<file path="config.mk">
export PLATFORM = sky130hd
export DESIGN_NAME = ll_rx_push_ctrl
export DESIGN_NICKNAME = d
export VERILOG_FILES = /design/src/rtl/ll_pkg.sv /design/src/rtl/ll_rx_push_ctrl.sv
export SDC_FILE = /design/constraint.sdc
export NUM_CORES = 1
export LEC_CHECK = 0
export ABC_AREA = 0
export CAP_MARGIN = 20
export CORE_AREA = 2 2 51 53
export CTS_CLUSTER_DIAMETER = 150
export DETAILED_ROUTE_END_ITERATION = 8
export DIE_AREA = 0 0 53 55
export GPL_TIMING_DRIVEN = 0
export PLACE_DENSITY = 0.79
export SETUP_SLACK_MARGIN = 0.2
export SKIP_LAST_GASP = 1
export SYNTH_ARGS = -nofsm -noshare
export SYNTH_HDL_FRONTEND = slang
export SYNTH_SLANG_ARGS = --single-unit
</file>
<file path="constraint.sdc">
create_clock -name clk_wr -period 5.65 [get_ports clk_wr]
set_clock_uncertainty 0.15 [all_clocks]
set_input_delay 0.565 -clock clk_wr [delete_from_list [all_inputs] [get_ports clk_wr]]
set_output_delay 0.565 -clock clk_wr [all_outputs]
set_load 0.02 [all_outputs]
</file>
<file path="src/rtl/ll_pkg.sv">
// Shared link-layer types: receive push-path sequencing states.
package ll_pkg;

   typedef enum logic [1:0] {
      RXP_OFFLINE,
      RXP_WAIT_STABLE,
      RXP_ONLINE,
      RXP_SUSPEND
   } rx_push_state_e;

endpackage

</file>
<file path="src/rtl/ll_rx_push_ctrl.sv">
// Receive push-path sequencer: link-up qualification, suspend handshake,
// and accepted-push statistics for the per-channel rx push gate.
module ll_rx_push_ctrl
   import ll_pkg::*;
#(
   parameter int STABLE_CYC = 16,
   parameter int CNT_WIDTH  = 16
) (
   input  logic                 clk_wr,
   input  logic                 rst_wr,
   input  logic                 link_up,
   input  logic                 ovrd_req,
   output logic                 ovrd_ack,
   input  logic                 rx_i_pushbit,
   input  logic                 rxfifo_full,
   input  logic                 stat_clr,
   output logic                 rx_online,
   output logic                 rx_i_push_ovrd,
   output logic                 rx_overflow,
   output logic [CNT_WIDTH-1:0] push_cnt
);

   localparam int SW = $clog2(STABLE_CYC + 1);

   rx_push_state_e state, state_nxt;
   logic [SW-1:0]  stab_cnt, stab_cnt_nxt;
   logic           online_nxt, ovrd_nxt, ack_nxt;
   logic           acc;

   always_ff @(posedge clk_wr) begin
      if (rst_wr) begin
         state          <= RXP_OFFLINE;
         stab_cnt       <= '0;
         rx_online      <= 1'b0;
         rx_i_push_ovrd <= 1'b1;
         ovrd_ack       <= 1'b0;
      end else begin
         state          <= state_nxt;
         stab_cnt       <= stab_cnt_nxt;
         rx_online      <= online_nxt;
         rx_i_push_ovrd <= ovrd_nxt;
         ovrd_ack       <= ack_nxt;
      end
   end

   always_comb begin
      state_nxt    = state;
      stab_cnt_nxt = stab_cnt;
      online_nxt   = 1'b0;
      ovrd_nxt     = 1'b1;
      ack_nxt      = 1'b0;

      // Link loss wins over everything, including a pending suspend.
      unique case (state)
         RXP_OFFLINE: begin
            if (link_up) begin
               state_nxt    = RXP_WAIT_STABLE;
               stab_cnt_nxt = SW'(1);
            end
         end
         RXP_WAIT_STABLE: begin
            if (!link_up)
               state_nxt = RXP_OFFLINE;
            else if (stab_cnt == SW'(STABLE_CYC))
               state_nxt = RXP_ONLINE;
            else
               stab_cnt_nxt = stab_cnt + SW'(1);
         end
         RXP_ONLINE: begin
            if (!link_up)
               state_nxt = RXP_OFFLINE;
            else if (ovrd_req)
               state_nxt = RXP_SUSPEND;
         end
         RXP_SUSPEND: begin
            if (!link_up)
               state_nxt = RXP_OFFLINE;
            else if (!ovrd_req)
               state_nxt = RXP_ONLINE;
         end
         default: state_nxt = RXP_OFFLINE;
      endcase

      if (state_nxt == RXP_OFFLINE)
         stab_cnt_nxt = '0;

      // Outputs are decoded from the next state so they change with the state register.
      unique case (state_nxt)
         RXP_ONLINE: begin
            online_nxt = 1'b1;
            ovrd_nxt   = 1'b0;
         end
         RXP_SUSPEND: begin
            online_nxt = 1'b1;
            ack_nxt    = 1'b1;
         end
         default: ;
      endcase
   end

   // Same qualification the push gate applies, so stats track real FIFO writes.
   assign acc = rx_i_pushbit & rx_online & ~rx_i_push_ovrd;

   always_ff @(posedge clk_wr) begin
      if (rst_wr) begin
         rx_overflow <= 1'b0;
         push_cnt    <= '0;
      end else if (stat_clr) begin
         rx_overflow <= 1'b0;
         push_cnt    <= CNT_WIDTH'(acc);
      end else begin
         rx_overflow <= rx_overflow | (acc & rxfifo_full);
         push_cnt    <= push_cnt + CNT_WIDTH'(acc);
      end
   end

endmodule

</file>
==> impl_results.md, run 1 <==
- Status: complete, no violations
- Post-cts gate resize count: 0
- CTS tree: yes
- Share of cells above drive strength 1: around 5.6%
- Overall Global Routing Usage: about 19%
- Row count: 18
- Maximum clock frequency: slightly above 0.4 GHz
- Post-DRT Antenna Nets: 0
- Avg Cell Area, Syn: slightly below 9 µm²
- Global-route wire length before repair: around 4200 µm
- Crit start category: primary input
- Final-stage net count: ~170
- Post-DP HPWL: between 1500 and 2000 µm
- IO Pins: 27
- Grt met1 use: between 20 and 25%
- Critical Path AT: 2.53 ns
- Mapped Nets: between 100 and 150
- Post-DP Area: 1461 µm²
- IO buf count: 26
- Fillers: 205
- Initial antenna violation count: 0
- Slew headroom: between 60% and 70%
- CTS max path bufs: 2
- WL final: about 2500 µm
- Worst Hold Launch: push_cnt[15]
- GRT overflow: 0
- WHS Endpoint: push_cnt[15]
- Area of the mapped netlist: between 1000 and 1500 µm²
- Die Ht: about 55 µm
- Worst r2r src: rx_online
- Reg clk slew, reported paths: about 0.14 ns
- Hold Buf Count CTS: 0
- Initial drt markers: 28
- CTS buffer count: 3
- Worst EP required: 5.72 ns
- Fin. Hold Viols: 0
- Measured slew at the worst slew-check pin: 0.4872 ns
- Met2 Usage GRT: a little over a third
- Vias: around 1,000
- R2r setup slk: 3.52 ns
- Drt via density: 5.300
- CTS root buffer: clkbuf_4
- Yosys warning count: 0
- Synth Instances: 130
- Setup repair bufs after CTS: 0
- First drt pass iteration count: 4
- Die area: about 3000 µm²
- Leakage: 0.5121 nW
- Pins Over Slew Limit: 0
- CTS H-Tree Depth: 1
- # setup viols final: 0
- Peak supply drop: around 0.14 mV
- Routability congestion estimate: around 0.75
- Register area share after synthesis: a little under half
- Ant. Diodes: 0
- DR WL/cell: between 10 and 15 µm
- R2R cell count: 8
- Final Critical Period: between 2 and 2.5 ns
- Flops & latches, synth: 27
- Top Usage Layer GRT: met2
- Post-synthesis cell type count: 30
- Finished Cell Area: between 1000 and 1500 µm²
- P&R area growth vs syn: 27.85%
- Fin crit share: between 40% and 50%
- RSZ-0062 raised after global routing: false
- Clock latency on the worst-skew pair: roughly 0.33 ns
- Crit end category: register
- Starting density of the core: between 40% and 50%
- WHS Path Cells: 2
- Met3 GRT Util: between 2 and 3%
- Setup TNS: 0 ns
- Pwr Density: 193.6 nW/µm²
- DRC Markers: 0
- Clock sink count: 27
- Largest net degree at the start of global routing: 15
- Kind of critical path: in -> reg
- Core area: ~2400 µm²
- Hold crit path type: reg -> reg
- Number of global-route vias before repair: roughly 1,000
- R2r endpoint: push_cnt[14]
- Worst-path maximum fanout: 6
- Die width: roughly 53 µm
- Max_cap viols: 0
[report_power, final]
group / total (mW) / leakage [nW] / switching [mW] / internal, mW
registers: 0.192 / 0.218 / 0.00101 / 0.191
clock network: 0.0847 / 0.0150 / 0.0570 / 0.0277
logic: 0.0109 / 0.279 / 0.00513 / 0.00579
[registers in the layout, summed over array words and instances (netlist names)]
signal	flops
ovrd_ack	1
push_cnt	16
rx_i_push_ovrd	1
rx_online	1
rx_overflow	1
stab_cnt	5
state	2
[worst max-delay path by stage]
stage / startpoint / to / slack, ns / depth (start not counted)
final: rx_i_pushbit / push_cnt[14] / 3.19 / 9
after global routing: rx_i_pushbit / push_cnt[14] / 2.98 / 9
after CTS: rx_i_pushbit / push_cnt[14] / 3.16 / 9
after floorplan: rx_i_pushbit / push_cnt[14] / 3.52 / 8
after global placement: rx_i_pushbit / push_cnt[14] / 2.85 / 9
after detailed placement: rx_i_pushbit / push_cnt[14] / 2.82 / 9
[cells in the final DEF, fill, tap and decap left out, types with 4 or more instances in the layout]
cell type	count
a21oi_1	5
clkdlybuf4s50_1	26
nand3_1	5
nand2_1	8
xnor2_1	7
inv_1	4
nor2_1	25
ha_1	4
nand4_1	7
dfxtp_1	27
xor2_1	6
[worst max-delay path, cell delays in order]
cell and delay, ns:
clkdlybuf4s50_1 0.45, nand2_1 0.05, nor2_1 0.17, ha_1 0.26, ha_1 0.23, nand4_1 0.23, nor4_1 0.35, xnor2_1 0.16
nor2_1 0.05
[through the flow]
step / total power, mW / std cells / setup slack, ns / util [%] / hold WS (ns)
after floorplan: 0.2007 / 130 / 3.525 / - / 0.3212
after global placement: 0.2069 / 186 / 2.851 / 61.80 / 0.3015
after detailed placement: 0.2075 / 186 / 2.818 / 61.80 / 0.3385
after CTS: 0.2904 / 190 / 3.162 / 62.91 / 0.3561
after global routing: 0.2972 / 190 / 2.984 / 62.91 / 0.3754
final: 0.2880 / 190 / 3.192 / 62.91 / 0.3493
[area by class of cell]
cell class / instances / area (µm²) / share of cell area (%)
plain buffers: 3 / 18.77 / 1.262
clock buffers: 4 / 26.28 / 1.766
inverters: 4 / 15.01 / 1.009
multi-input cells: 96 / 589.3 / 39.61
flip-flops and latches: 27 / 540.5 / 36.33
well taps: 30 / 37.54 / 2.523
repair buffers: 26 / 260.3 / 17.49
[synth_stat cells (all sizes together)]
cell type	instances	area (µm²)
dfxtp	27	540.5
buf	1	11.26
o31ai	1	7.510
xnor2	7	61.31
or4	1	7.510
a41oi	1	8.760
clkbuf	2	7.510
nand2b	1	6.260
nand2	8	30.03
xor2	6	52.55
nor4	2	12.51
nor2	25	93.84
ha	4	50.05
nand3	6	35.03
nor3	3	15.01
or3	3	18.77
and3	3	20.02
o21ai	3	15.01
and4	1	11.26
and2	1	6.260
nor2b	2	12.51
nand4	8	56.30
inv	4	15.01
mux2i	3	30.03
a21oi	5	25.02
nand3b	1	7.510
or2	1	6.260
[metal layers]
| metal | vias to the layer above | wire length, µm |
|---|---|---|
| met3 | 2 | 114 |
| met5 | - | 0 |
| met4 | 0 | 8 |
| met2 | 31 | 1290 |
| li1 | 507 | - |
| met1 | 467 | 1060 |
[logic make-up after synthesis]
| logic type | after synthesis | share of synthesized area, % |
|---|---|---|
| and+or+nand+nor | 66 | 29.14 |
| xor gates and xnor gates | 13 | 9.785 |
| adders and majority gates | 4 | 4.301 |
| AOI/OAI and AO/OA | 10 | 4.838 |
| muxes | 3 | 2.581 |
| buffers and inverters | 7 | 2.903 |
| DFF | 27 | 46.45 |
Note: power is estimated with default switching activity, not from simulation.
==> run 2: changes to the inputs <==
--- a/config.mk
+++ b/config.mk
@@ -7,12 +7,12 @@
 export LEC_CHECK = 0
 export ABC_AREA = 0
 export CAP_MARGIN = 20
-export CORE_AREA = 2 2 51 53
+export CORE_AREA = 2 2 53 55
 export CTS_CLUSTER_DIAMETER = 150
 export DETAILED_ROUTE_END_ITERATION = 8
-export DIE_AREA = 0 0 53 55
+export DIE_AREA = 0 0 55 57
 export GPL_TIMING_DRIVEN = 0
-export PLACE_DENSITY = 0.79
+export PLACE_DENSITY = 0.74
 export SETUP_SLACK_MARGIN = 0.2
 export SKIP_LAST_GASP = 1
 export SYNTH_ARGS = -nofsm -noshare
==> constraint.sdc (replaced) <==
create_clock -name clk_wr -period 2.52 [get_ports clk_wr]
set_clock_uncertainty 0.15 [all_clocks]
set_input_delay 0.252 -clock clk_wr [delete_from_list [all_inputs] [get_ports clk_wr]]
set_output_delay 0.252 -clock clk_wr [all_outputs]
set_load 0.02 [all_outputs]
==> impl_results.md, run 2 (same netlist as run 1, synthesis figures left out) <==
- CTS root buffer: clkbuf_4
- GRT overflow: 0 (unchanged)
- Routability congestion estimate: 0.7395 (-0.83%)
- DR WL/cell: 12.04 µm (-7.5%)
- Setup TNS: 0 ns (unchanged)
- Measured slew at the worst slew-check pin: 0.4877 ns (+0.0005812 ns)
- Die Ht: 57 µm (+3.6%)
- Slew headroom: 67.06% (-0.12 points)
- Crit end category: register
- Clock latency on the worst-skew pair: 0.32 ns (about the same)
- Final-stage net count: 173 (+0.58%)
- Row count: 19 (+1)
- Initial drt markers: 21 (-25%)
- Leakage: 0.5158 nW (+0.72%)
- Vias: 985 (-2.2%)
- Clock sink count: 27 (unchanged)
- DRC Markers: 0 (unchanged)
- Status: complete, no violations
- Commonest non-fill, non-tap cell in the layout: dfxtp_1
- IO buf count: 26 (unchanged)
- P&R area growth vs syn: 29.68%
- Ant. Diodes: 0 (unchanged)
- Die width: 55 µm (+3.8%)
- Number of global-route vias before repair: 968 (-3.0%)
- Overall Global Routing Usage: 16.30% (-3.2 points)
- # setup viols final: 0 (unchanged)
- Worst-path maximum fanout: 5 (-1)
- Critical Path AT: 2.29 ns (-0.24 ns)
- Die area: 3135 µm² (+7.5%)
- Largest net degree at the start of global routing: 16 (+1)
- Pins Over Slew Limit: 0 (unchanged)
- Initial antenna violation count: 0 (unchanged)
- Final Critical Period: 2.168 ns
- WL final: 2311 µm (-6.6%)
- CTS H-Tree Depth: 1 (unchanged)
- Hold Slack: 0.3474 ns (-0.001876 ns)
- Fin crit share: 86.04%
- Max_cap viols: 0 (unchanged)
- Max reg flops: 16 (unchanged)
- Hold crit path type: reg -> reg
- Largest regs: push_cnt: 16 flops, stab_cnt: 5 flops, state: 2 flops
- Top reg by flops: push_cnt
- Fin. Hold Viols: 0 (unchanged)
- Fillers: 247 (+20%)
- Most frequent cells in the layout: 27 x dfxtp_1, 26 x clkdlybuf4s50_1, 24 x nor2_1
- Starting density of the core: 44.50% (-4.7 points)
- CTS max path bufs: 2 (unchanged)
- Post-DP HPWL: 1783 µm (-6.2%)
- Post-DRT Antenna Nets: 0 (unchanged)
- Drt via density: 5.130 (-3.2%)
- Kind of critical path: in -> reg
- RSZ-0062 raised after global routing: false
- Crit start category: primary input
- First drt pass iteration count: 4 (unchanged)
- Global-route wire length before repair: 3843 µm (-8.1%)
- Maximum clock frequency: around 0.46 GHz
- Share of cells above drive strength 1: 8.696% (+3.1 points)
- Peak supply drop: 0.2884 mV (+100%)
- Worst EP required: 2.64 ns (-3.08 ns)
- End-of-flow core utilization: 57.70% (-5.2 points)
- IO Pins: 27 (unchanged)
- CTS buffer count: 3 (unchanged)
- Reg clk slew, reported paths: 0.14 ns (about the same)
- CTS tree: yes
- Core area: 2615 µm² (+11%)
- Pwr Density: 423.8 nW/µm² (+120%)
## run 2: changes by cell type in the layout (fill, tap and decap cells not counted), sizes merged
cell,change
buf,+1
clkinv,+1
clkbuf,-1
## run 2: final timing paths
path	startpoint	slack, ns	depth (start not counted)	endpoint
max	rx_i_pushbit	0.35	9	push_cnt[8]
min	push_cnt[15]	0.35	2	push_cnt[15]
max reg2reg	rx_online	0.38	8	push_cnt[8]
min reg2reg	push_cnt[15]	0.35	2	push_cnt[15]
## run 2: where the power goes
part / total [mW] / internal, mW / switching [mW]
registers: 0.431 / 0.429 / 0.00222
clock network: 0.184 / 0.0594 / 0.125
logic: 0.0241 / 0.0129 / 0.0112
## run 2: stage by stage
| step | area [µm²] | power [mW] | setup slack (ns) | std cells |
|---|---|---|---|---|
| after floorplan | 1164 | 0.4500 | 0.5100 | 130 |
| after global placement | 1463 | 0.4639 | 0.02926 | 187 |
| after detailed placement | 1463 | 0.4649 | 0.01003 | 187 |
| after CTS | 1490 | 0.6456 | 0.2928 | 191 |
| after global routing | 1509 | 0.6619 | 0.2104 | 192 |
| final | 1509 | 0.6395 | 0.3517 | 192 |
## run 2: cell type report
type	instances	area, µm²	area share (%)
Multi-Input combinational cell	96	600.6	39.80
Sequential cell	27	540.5	35.82
Timing Repair Buffer	27	267.8	17.74
Tap cell	31	38.79	2.570
Clock buffer	3	22.52	1.493
Buffer	3	18.77	1.244
Inverter	4	15.01	0.9950
Clock inverter	1	5.005	0.3317
## run 2: critical path, cell delays in order
cell,delay (ns)
clkdlybuf4s50_1,0.46
nand2_1,0.06
nor2_2,0.14
ha_2,0.23
ha_1,0.21
nand4_1,0.25
buf_4,0.22
or3_1,0.33
a21oi_1,0.14
## run 2: layer usage
| layer | up-vias | global-route usage [%] | share of wire, % |
|---|---|---|---|
| met3 | 2 | 2.356 | 3.5 |
| li1 | 506 | - | - |
| met2 | 14 | 30.78 | 53 |
| met1 | 463 | 17.74 | 43 |
| met4 | 0 | 5.226 | 0.35 |
| met5 | - | 0 | 0 |
## run 2: what timing repair did
item | 4_1_cts | 5_1_grt
endpoints found under the hold margin | 0 | 0
buffers inserted | 0 | 1
hold buffers | 0 | 0
setup endpoints to repair | 0 | 1
gates resized for setup | 0 | 3
==> run 3: changes to the inputs <==
--- a/config.mk
+++ b/config.mk
@@ -8,9 +8,10 @@
 export ABC_AREA = 0
 export CAP_MARGIN = 20
 export CORE_AREA = 2 2 53 55
-export CTS_CLUSTER_DIAMETER = 150
+export CTS_CLUSTER_DIAMETER = 100
 export DETAILED_ROUTE_END_ITERATION = 8
 export DIE_AREA = 0 0 55 57
+export GPL_ROUTABILITY_DRIVEN = 0
 export GPL_TIMING_DRIVEN = 0
 export PLACE_DENSITY = 0.74
 export SETUP_SLACK_MARGIN = 0.2
==> constraint.sdc (replaced) <==
create_clock -name clk_wr -period 2.52 [get_ports clk_wr]
set_clock_uncertainty 0.15 [all_clocks]
set_input_delay 0.252 -clock clk_wr [delete_from_list [all_inputs] [get_ports clk_wr]]
set_output_delay 0.252 -clock clk_wr [all_outputs]
set_load 0.1 [all_outputs]
==> impl_results.md, run 3 (same netlist as run 1, synthesis figures left out) <==
- Status: complete, no violations
- Commonest non-fill, non-tap cell in the layout: nor2_1
- Worst EP required: 2.12 ns (-0.52 ns)
- Worst-path maximum fanout: 3 (-2)
- Non-Filler Instances: 191 (-0.52%)
- Max reg flops: 16 (unchanged)
- Crit start category: register
- Sequential cell area: 545.5 µm² (+0.93%)
- Critical Path AT: 1.84 ns (-0.45 ns)
- Setup repair bufs after CTS: 0 (unchanged)
- Core area: 2615 µm² (unchanged)
- Row count: 19 (unchanged)
- Placed Cells: 187 (unchanged)
- Share of cells above drive strength 1: 9.375% (+0.68 points)
- RSZ-0062 raised after global routing: false
- Initial antenna violation count: 0 (unchanged)
- Leakage: 0.6261 nW (+21%)
- Final Critical Period: 2.241 ns (+0.07232 ns)
- CTS H-Tree Depth: 1 (unchanged)
- CTS root buffer: clkbuf_4
- WP buf/inv: 1 (-1)
- Max_cap viols: 0 (unchanged)
- Slowest-stage cell, CP: clkdlybuf4s50_1
- Die width: 55 µm (unchanged)
- CP top delay family: buffers and inverters
- Initial drt markers: 6 (-71%)
- Fin crit share: 88.91% (+2.9 points)
- Slew headroom: 35.19% (-32 points)
- Setup TNS: 0 ns (unchanged)
- Peak supply drop: 0.3027 mV (+5.0%)
- Drt via density: 5.194 (+1.2%)
- Ant. Diodes: 0 (unchanged)
- IO Pins: 27 (unchanged)
- Final-stage net count: 172 (-0.58%)
- Kind of critical path: reg -> out
- CTS tree: yes
- Crit-path cells: clkdlybuf4s50_1
- Pwr Density: 427.6 nW/µm² (+0.89%)
- IO buf count: 26 (unchanged)
- First drt pass iteration count: 4 (unchanged)
- Measured slew at the worst slew-check pin: 0.9692 ns (+0.4814 ns)
- Post-DRT Antenna Nets: 0 (unchanged)
- Hold crit path type: reg -> reg
- Fin. Hold Viols: 0 (unchanged)
- Vias: 992 (+0.71%)
- Overall Global Routing Usage: 15.87% (-0.43 points)
- Fillers: 259 (+4.9%)
- DR WL/cell: 11.72 µm (-2.6%)
- Crit end category: output pin
- Post-DP HPWL: 1787 µm (+0.22%)
- Number of global-route vias before repair: 921 (-4.9%)
- GRT overflow: 0 (unchanged)
- Crit path largest cell delay: 1.14 ns (+0.68 ns)
- CTS max path bufs: 2 (unchanged)
- Largest regs: push_cnt: 16 flops, stab_cnt: 5 flops, state: 2 flops
- Maximum clock frequency: 0.4463 GHz (-3.2%)
- Die Ht: 57 µm (unchanged)
- Starting density of the core: 44.50% (unchanged)
- Clock latency on the worst-skew pair: 0.32 ns (about the same)
- P&R area growth vs syn: 29.25%
- WL final: 2239 µm (-3.1%)
- CTS buffer count: 3 (unchanged)
- Clock sink count: 27 (unchanged)
- Top reg by flops: push_cnt
- Largest net degree at the start of global routing: 17 (+1)
- Die area: 3135 µm² (unchanged)
- Most frequent cells in the layout: 25 x nor2_1, 23 x dfxtp_1, 14 x clkdlybuf4s50_1
- Area of the multi-input gates: 595.6 µm² (-0.83%)
- Global-route wire length before repair: 3746 µm (-2.5%)
- # setup viols final: 0 (unchanged)
- Pins Over Slew Limit: 0 (unchanged)
- Reg clk slew, reported paths: 0.15 ns (about the same)
- DRC Markers: 0 (unchanged)
run 3: cell types whose count changed in the layout (fill, tap and decap cells not counted), moves of 4 or more:
cell             delta
dfxtp_1             -4
dlygate4sd2_1       +8
clkdlybuf4s50_1    -12
dlymetal6s2s_1      +4
dfxtp_2             +4
run 3: worst paths after layout:
check / slack, ns / endpoint / cells past startpoint / start
setup / recovery: 0.28 / push_cnt[14] / 1 / push_cnt[14]
hold / removal: 0.34 / rx_overflow / 2 / rx_overflow
setup reg to reg: 0.46 / push_cnt[14] / 8 / rx_online
hold reg to reg: 0.34 / rx_overflow / 2 / rx_overflow
run 3: layer usage:
| metal | global-route usage (%) | up-vias | wire length [µm] |
|---|---|---|---|
| met5 | 0 | - | 0 |
| met1 | 17.19 | 463 | 973 |
| met4 | 5.226 | 0 | 11 |
| met3 | 2.356 | 2 | 81 |
| met2 | 29.93 | 20 | 1173 |
| li1 | - | 507 | - |
run 3: metrics by stage:
step	worst slack (ns)	hold WS [ns]	utilization, %	area (µm²)	total power, mW
final	0.2794	0.3413	57.51	1504	0.6431
after global routing	0.2045	0.3890	57.51	1504	0.6745
after CTS	0.2017	0.3487	56.89	1488	0.6528
after detailed placement	0.02883	0.3121	56.12	1468	0.4654
after global placement	0.02051	0.3041	56.12	1468	0.4639
after floorplan	0.2217	0.1670	-	1169	0.4500
run 3: area by class of cell:
class                   instances  share of cell area [%]
plain buffers                   3                   1.248
flip-flops and latches         27                   36.27
clock inverters                 1                  0.4992
clock buffers                   3                   1.498
multi-input cells              96                   39.60
well taps                      31                   2.579
repair buffers                 26                   17.30
inverters                       4                  0.9983
run 3: repair_timing:
| action | CTS | global route |
|---|---|---|
| resized for setup | 8 | 5 |
| endpoints found under the setup margin | 8 | 5 |
| hold buffers | 0 | 0 |
run 3: power breakdown:
group / internal (mW) / total [mW] / switching (mW) / leakage, nW
Sequential: 0.429 / 0.431 / 0.00236 / 0.219
Clock: 0.0606 / 0.187 / 0.127 / 0.0139
Combinational: 0.0130 / 0.0244 / 0.0114 / 0.393
